### config.mk
export PLATFORM = sky130hd
export DESIGN_NAME = ppi_strobe_source_flat
export DESIGN_NICKNAME = d
export VERILOG_FILES = /design/src/rtl/ppi_strobe_source_if.sv /design/src/rtl/ppi_strobe_source.sv /design/src/flat_wrapper.sv
export SDC_FILE = /design/constraint.sdc
export NUM_CORES = 1
export LEC_CHECK = 0
export CAP_MARGIN = 20
export CORE_MARGIN = 4
export CORE_UTILIZATION = 30
export DETAILED_ROUTE_END_ITERATION = 6
export PLACE_DENSITY = 0.45
export SYNTH_ARGS = -nofsm -noshare
export SYNTH_HDL_FRONTEND = slang
export SYNTH_SLANG_ARGS = --single-unit
### constraint.sdc
create_clock -name clk -period 5.7 [get_ports clk]
set_input_delay 1.425 -clock clk [delete_from_list [all_inputs] [get_ports clk]]
set_output_delay 1.425 -clock clk [all_outputs]
set_load 0.03 [all_outputs]
### src/rtl/ppi_strobe_source_if.sv
// Producer and PPI-port signal bundle for ppi_strobe_source.
// The design uses the slave modport; the producer / PPI side uses master.
interface ppi_strobe_source_if #(
    parameter int DEPTH = 4
);
    localparam int CW = $clog2(DEPTH) + 1;

    logic          wr_en;
    logic [7:0]    wr_data;
    logic          full;
    logic          empty;
    logic [CW-1:0] count;
    logic          overflow;
    logic [7:0]    port_data;
    logic          port_oe;
    logic          stbb;
    logic          ibf;
    logic          busy;

    modport master (
        output wr_en, wr_data, ibf,
        input  full, empty, count, overflow, port_data, port_oe, stbb, busy
    );

    modport slave (
        input  wr_en, wr_data, ibf,
        output full, empty, count, overflow, port_data, port_oe, stbb, busy
    );
endinterface

### src/rtl/ppi_strobe_source.sv
// Buffers producer bytes and strobes them into a PPI Mode 1 input port,
// pacing each byte on the PPI's IBF flag (latched, then read by the CPU).
module ppi_strobe_source #(
    parameter int DEPTH        = 4,
    parameter int SETUP_CYCLES = 1,
    parameter int STB_CYCLES   = 4
) (
    input  logic                clk,
    input  logic                reset,
    ppi_strobe_source_if.slave  bus
);
    localparam int AW   = $clog2(DEPTH);
    localparam int TMAX = (SETUP_CYCLES > STB_CYCLES) ? SETUP_CYCLES : STB_CYCLES;
    localparam int TW   = (TMAX > 1) ? $clog2(TMAX) : 1;

    localparam logic [2:0] S_IDLE     = 3'd0;
    localparam logic [2:0] S_SETUP    = 3'd1;
    localparam logic [2:0] S_STROBE   = 3'd2;
    localparam logic [2:0] S_HOLD     = 3'd3;
    localparam logic [2:0] S_WAIT_SET = 3'd4;
    localparam logic [2:0] S_WAIT_CLR = 3'd5;

    logic [7:0]    mem_q [DEPTH];
    logic [AW-1:0] wr_ptr_q, rd_ptr_q;
    logic [AW:0]   count_q, count_d;
    logic          overflow_q;
    logic [2:0]    state_q, state_d;
    logic [TW-1:0] timer_q, timer_d;
    logic          stbb_q, stbb_d;
    logic          oe_q, oe_d;
    logic [7:0]    data_q, data_d;
    logic          ibf_meta_q, ibf_s_q;

    logic full, empty, push, pop;

    // full is taken from the registered count, so a same-cycle pop never frees a slot for the push
    assign full  = (count_q == (AW+1)'(DEPTH));
    assign empty = (count_q == '0);
    assign push  = bus.wr_en && !full;
    assign pop   = (state_q == S_IDLE) && !empty && !ibf_s_q;

    always_comb begin
        // NOTE: every always_comb output gets a default first so no path leaves it unassigned (no latch).
        count_d = count_q;
        case ({push, pop})
            2'b10:   count_d = count_q + (AW+1)'(1);
            2'b01:   count_d = count_q - (AW+1)'(1);
            default: count_d = count_q;
        endcase
    end

    always_comb begin
        state_d = state_q;
        timer_d = timer_q;
        stbb_d  = stbb_q;
        oe_d    = oe_q;
        data_d  = data_q;
        case (state_q)
            S_IDLE: begin
                if (pop) begin
                    data_d  = mem_q[rd_ptr_q];
                    oe_d    = 1'b1;
                    timer_d = TW'(SETUP_CYCLES - 1);
                    state_d = S_SETUP;
                end
            end
            S_SETUP: begin
                if (timer_q == '0) begin
                    stbb_d  = 1'b0;
                    timer_d = TW'(STB_CYCLES - 1);
                    state_d = S_STROBE;
                end else begin
                    timer_d = timer_q - TW'(1);
                end
            end
            S_STROBE: begin
                if (timer_q == '0) begin
                    stbb_d  = 1'b1;
                    state_d = S_HOLD;
                end else begin
                    timer_d = timer_q - TW'(1);
                end
            end
            S_HOLD: begin
                oe_d    = 1'b0;
                state_d = S_WAIT_SET;
            end
            S_WAIT_SET: if (ibf_s_q)  state_d = S_WAIT_CLR;
            S_WAIT_CLR: if (!ibf_s_q) state_d = S_IDLE;
            default: begin
                state_d = S_IDLE;
                stbb_d  = 1'b1;
                oe_d    = 1'b0;
            end
        endcase
    end

    // NOTE: the byte store carries no reset; the pointers and count alone define what is valid.
    always_ff @(posedge clk) begin
        if (push) mem_q[wr_ptr_q] <= bus.wr_data;
    end

    // NOTE: state registers use non-blocking assignments so every flop samples pre-edge values.
    always_ff @(posedge clk or posedge reset) begin
        if (reset) begin
            wr_ptr_q   <= '0;
            rd_ptr_q   <= '0;
            count_q    <= '0;
            overflow_q <= 1'b0;
            state_q    <= S_IDLE;
            timer_q    <= '0;
            stbb_q     <= 1'b1;
            oe_q       <= 1'b0;
            data_q     <= 8'h00;
            ibf_meta_q <= 1'b0;
            ibf_s_q    <= 1'b0;
        end else begin
            if (push) wr_ptr_q <= wr_ptr_q + AW'(1);
            if (pop)  rd_ptr_q <= rd_ptr_q + AW'(1);
            if (bus.wr_en && full) overflow_q <= 1'b1;
            count_q    <= count_d;
            state_q    <= state_d;
            timer_q    <= timer_d;
            stbb_q     <= stbb_d;
            oe_q       <= oe_d;
            data_q     <= data_d;
            ibf_meta_q <= bus.ibf;
            ibf_s_q    <= ibf_meta_q;
        end
    end

    assign bus.full      = full;
    assign bus.empty     = empty;
    assign bus.count     = count_q;
    assign bus.overflow  = overflow_q;
    assign bus.port_data = data_q;
    assign bus.port_oe   = oe_q;
    assign bus.stbb      = stbb_q;
    assign bus.busy      = (state_q != S_IDLE);
endmodule
### src/flat_wrapper.sv
// flat-port wrapper written by rule: the top's interface ports become plain ports
module ppi_strobe_source_flat 
#(
    parameter int DEPTH        = 4,
    parameter int SETUP_CYCLES = 1,
    parameter int STB_CYCLES   = 4
)
  (clk, reset, bus_wr_en, bus_wr_data, bus_ibf, bus_full, bus_empty, bus_count, bus_overflow, bus_port_data, bus_port_oe, bus_stbb, bus_busy);
  ppi_strobe_source_if #(.DEPTH(DEPTH)) bus_i ();
  input  logic clk;
  input  logic reset;
  input wire logic [$bits(bus_i.wr_en)-1:0] bus_wr_en;
  input wire logic [$bits(bus_i.wr_data)-1:0] bus_wr_data;
  input wire logic [$bits(bus_i.ibf)-1:0] bus_ibf;
  output wire logic [$bits(bus_i.full)-1:0] bus_full;
  output wire logic [$bits(bus_i.empty)-1:0] bus_empty;
  output wire logic [$bits(bus_i.count)-1:0] bus_count;
  output wire logic [$bits(bus_i.overflow)-1:0] bus_overflow;
  output wire logic [$bits(bus_i.port_data)-1:0] bus_port_data;
  output wire logic [$bits(bus_i.port_oe)-1:0] bus_port_oe;
  output wire logic [$bits(bus_i.stbb)-1:0] bus_stbb;
  output wire logic [$bits(bus_i.busy)-1:0] bus_busy;
  assign bus_i.wr_en = bus_wr_en;
  assign bus_i.wr_data = bus_wr_data;
  assign bus_i.ibf = bus_ibf;
  assign bus_full = bus_i.full;
  assign bus_empty = bus_i.empty;
  assign bus_count = bus_i.count;
  assign bus_overflow = bus_i.overflow;
  assign bus_port_data = bus_i.port_data;
  assign bus_port_oe = bus_i.port_oe;
  assign bus_stbb = bus_i.stbb;
  assign bus_busy = bus_i.busy;
  ppi_strobe_source #(.DEPTH(DEPTH), .SETUP_CYCLES(SETUP_CYCLES), .STB_CYCLES(STB_CYCLES)) u_core (.clk(clk), .reset(reset), .bus(bus_i));
endmodule
* Word level (Yosys, flattened, before mapping) *
Memory sizes are Yosys's and may differ from the RTL's. A register that Yosys moved wholly into a read port is not among the register bits.
Index checks and enable logic that the tools add are counted.

cells by class
  $add $sub $neg = 5
  equality and inequality tests = 14
  muxes and demuxes = 18
  bitwise operators = 2
  reduce and logical (&&, ||, !) cells = 20

operators by type and width
  cell                                                    count
  case mux 3 bit (6 select lines)                         1
  2-to-1 mux 3 bit                                        5
  equality test 3 bit (second input constant)             3
  inequality test 2 x 1 -> 1 bit (second input constant)  4
  OR reduction 4 bit                                      2
  equality test 3 x 2 -> 1 bit (second input constant)    2
  logical NOT 3 bit                                       2
  2-to-1 mux 2 bit                                        3
  case mux 2 bit (3 select lines)                         1
  case mux 3 bit (2 select lines)                         1
  AND reduction 3 bit                                     2
  nonzero test 3 bit                                      2
  2-to-1 mux 1 bit                                        5
  AND reduction 5 bit                                     1
  adder 2 x 1 -> 2 bit (second input constant)            2
  logical AND 1 bit                                       4
  inequality test 2 bit (second input constant)           2
  AND reduction 2 bit                                     2
  adder 3 x 1 -> 3 bit (second input constant)            1
  equality test 3 x 1 -> 1 bit (second input constant)    1
  logical NOT 1 bit                                       3
  case mux 1 bit (3 select lines)                         1
  subtractor 3 x 1 -> 3 bit (second input constant)       1
  equality test 2 x 1 -> 1 bit (second input constant)    1
  other kinds (6)                                         7

storage, ports and cells
  register bits after elaboration = 17
  memory bits (writable) = 32
  input port bits = 12
  output and inout port bits = 17
  logic and storage cells = 70
  memories = 1

memories
  memory        words  bits a word  rd ports  clocked after memory_dff  wr ports  RTL line                 text
  u_core.mem_q  4      8            1         1                         1         ppi_strobe_source.sv:23  logic [7:0] mem_q [DEPTH];

* Longest topological paths before layout *
  depth in word-level cells = 6
  depth in mapped cells = 10
  mapped depth without buffers = 10

* Least setup slack after synthesis *
Ideal clock, no wire load.

  path type = register -> output
  from = reg u_core.count_q[0] (netlist: u_core.bus.count[0])
  to = out bus_empty
  arrival = 1,382 ps
  required time = 4,275 ps
  path slack = 2,893 ps
  stages on the path, launching flop included = 2
  path buffers = 0
  cell sequence = dfrtp_1 -> nor3_1

on the way
  longest elaborated chain between the ends = 1

ends and longest elaborated chain
  element                 RTL line                  text
  start, declared         ppi_strobe_source.sv:25   logic [AW:0] count_q, count_d;
  start signal, assigned  ppi_strobe_source.sv:121  count_q <= count_d;
  logical NOT 3 bit       ppi_strobe_source.sv:38   assign empty = (count_q == '0);
  end, declared           flat_wrapper.sv:16        output wire logic [$bits(bus_i.empty)-1:0] bus_empty;

Every way passes these cells.

* Worst setup path after layout *
Same ends and word-level chain as after synthesis.

==> qor.txt <==
Pin count of the biggest net entering global routing - 26
Wire per inst - 15.02 um
First-pass GRT wire length - 7307 um
Startpoint Class - register
Synth Warn # - 0
WS Path Type - reg2out
Post-route cell area - 3013 sq um
Cells after synthesis - 149
Final WL - 4370 um
Pwr/cell area - 579.2 nW/um^2
Detailed Routing Iterations Pass 1 - 4
Layout cells sized above 1 - 20.11%
Syn_nets - 168
Main synth FF type - edfxtp_1
Fin. max-slew vios - 0
Area Growth Syn to Fin - 24.44%
CP Capture Type - output port
Layout fillers - 757
Rel. slew slack - 56.75%
Sequential cell area - 1588 sq um
Tmin final - 3.361 ns
Dpl hpwl - 2907 um
Final setup vio count - 0
Crit share post-route - 58.96%
Total grt overflow - 0
P_leak - 0.001140 uW
I/O Pins - 29
Vias - 1297
Yosys top cell by area - edfxtp_1
Max cap viols - 0
Critical Path AT - 1.94 ns
Total Routing Usage GR - 10.09%
Crit Path Max Fanout - 4
DRC Markers - 0
Status - finished, final reports clean
Clk buf depth - 2
Achievable frequency - 297.6 MHz
Most frequent cell after synthesis - edfxtp_1
Ant diodes - 0
Hold Buf Count CTS - 0
Mean Syn Cell Area - 16.25 sq um
VDD IR max - 0.0002137 V
Top cells by area, synth - edfxtp_1, dfrtp_1, mux4_2
Share of the synthesized area in the top cell type - 39.69%
Top post-synthesis cells by count - edfxtp_1, dfrtp_1, inv_1, mux2_4, mux4_2
IO Port Bufs - 28
Nets - 203
Area after DPL - 2799 sq um
Number of synthesized flops with an enable pin - 32
RSZ-0062 raised after global routing - no
CTS sink count - 57
Post-DRT Antenna Nets - 0
Mapped Area - 2421 sq um
Seq/Total Area, Yosys - 65.58%
H-tree levels - 3
Worst skew pair latency - 0.33 ns
Die ar. - 9572 sq um
Yosys cell types - 42
Die height - 97.84 um
TNS Setup - 0 ns
Critical-path cell list - nor3_1 > clkdlybuf4s50_1
Worst path max stage delay - 0.76 ns
Worst Tran Pin Value - 0.6488 ns
Via density per instance - 4.457
Area of the multi-input gates - 749.5 sq um
Worst min path class - reg2reg
Ys async rst share - 43.86%
Vias in the first global route - 1415
Post-layout util - 38.79%
CTS clock-pin slew for the worst setup and hold paths - 0.06 ns
Setup bufs post-CTS - 0
Chip Width - 97.84 um
Root buf cell - clkbuf_8
Clk_skew - 0.009502 ns
Starting Density - 31.17%
# rows - 32
Initial detailed-routing violation count - 49
CORE AREA - 7767 sq um
Initial antenna violation count - 0
PostCTS Resize Cnt - 0
CP max-delay cell - clkdlybuf4s50_1
Hold violation count in the final report - 0
Crit path required time - 4.28 ns
TritonCTS clock tree - done
FF+latch count, synth - 57
Cts bufs inserted - 9
RD Place Congestion - 0.6798
-- worst paths after layout --
kind                                      from                      end  slack (ns)  cells past startpoint
setup / recovery           u_core.bus.count[0]                bus_empty        2.34                      2
hold / removal               u_core.ibf_meta_q           u_core.ibf_s_q        0.36                      0
setup reg to reg             u_core.state_q[2]      u_core.bus.count[2]        3.12                      9
hold reg to reg              u_core.ibf_meta_q           u_core.ibf_s_q        0.36                      0
max in group asynchronous                reset  u_core.bus.port_data[5]        3.91                      3
min in group asynchronous                reset      u_core.bus.count[1]        1.36                      2
-- state kept, by name (all words and copies together), names as in the netlist, 2 cells and up --
name and cells:
u_core.bus.port_data 8, u_core.mem_q 32, u_core.bus.count 3, u_core.wr_ptr_q 2, u_core.rd_ptr_q 2, u_core.timer_q 2, u_core.state_q 3
-- area by class of cell --
| type | instances | area share [%] |
|---|---|---|
| clock buffer | 10 | 4.236 |
| clock inverter | 6 | 1.952 |
| inverter | 11 | 1.786 |
| multi-input combinational | 76 | 24.88 |
| sequential | 57 | 52.70 |
| tap | 102 | 4.236 |
| timing repair buffer | 29 | 10.22 |
-- cells by family after synthesis --
family | after synthesis | share of synthesized area (%)
compound gates | 13 | 3.308
xor+xnor | 6 | 2.481
fa+ha+maj | 7 | 3.928
buf+inv | 16 | 3.463
flops | 57 | 65.58
mux | 20 | 14.16
simple gates | 30 | 7.080
-- worst max-delay path, delay by kind of cell, from the launching register on --
kind	cells	cell delay, ns
buffers and inverters	1	0.76
flip-flops	1	0.42
AND/OR/NAND/NOR	1	0.43
-- cell usage in the layout (no fill, tap or decap), types with 4 or more instances in the layout --
| master | n |
|---|---|
| nand2_1 | 4 |
| ha_1 | 6 |
| a21oi_1 | 4 |
| edfxtp_1 | 32 |
| mux2_4 | 8 |
| dfrtp_1 | 24 |
| clkdlybuf4s50_1 | 28 |
| nor2_1 | 5 |
| inv_1 | 8 |
| clkbuf_8 | 9 |
| mux4_2 | 8 |
| and2_1 | 4 |
-- report_power, final --
group | internal (uW) | switching [uW] | total, uW | leakage [uW]
clock | 199 | 155 | 353 | 0.0000913
combinational | 352 | 344 | 696 | 0.000463
sequential | 575 | 121 | 696 | 0.000586
total | 1130 | 619 | 1750 | 0.00114
-- metal layers --
layer	track usage, %	up-vias	wire length (um)	part of all wire, %
met5	0	-	0	0
met4	4.473	0	51	1.2
met3	3.571	7	169	3.9
li1	-	616	-	-
met1	12.41	642	1882	43
met2	16.02	32	2266	52
-- per-stage QoR --
| step | total power [uW] | hold slack (ns) | instances | setup slack [ns] |
|---|---|---|---|---|
| 6_report | 1745 | 0.3617 | 291 | 2.339 |
| 5_1_grt | 1866 | 0.3613 | 291 | 2.154 |
| 4_1_cts | 1772 | 0.3607 | 290 | 2.277 |
| 3_5_place_dp | 1411 | 0.3457 | 274 | 2.369 |
| 3_3_place_gp | 1391 | 0.3328 | 274 | 2.456 |
| 2_1_floorplan | 1187 | 0.3312 | 149 | 2.893 |
(Power assumes the default switching activity.)
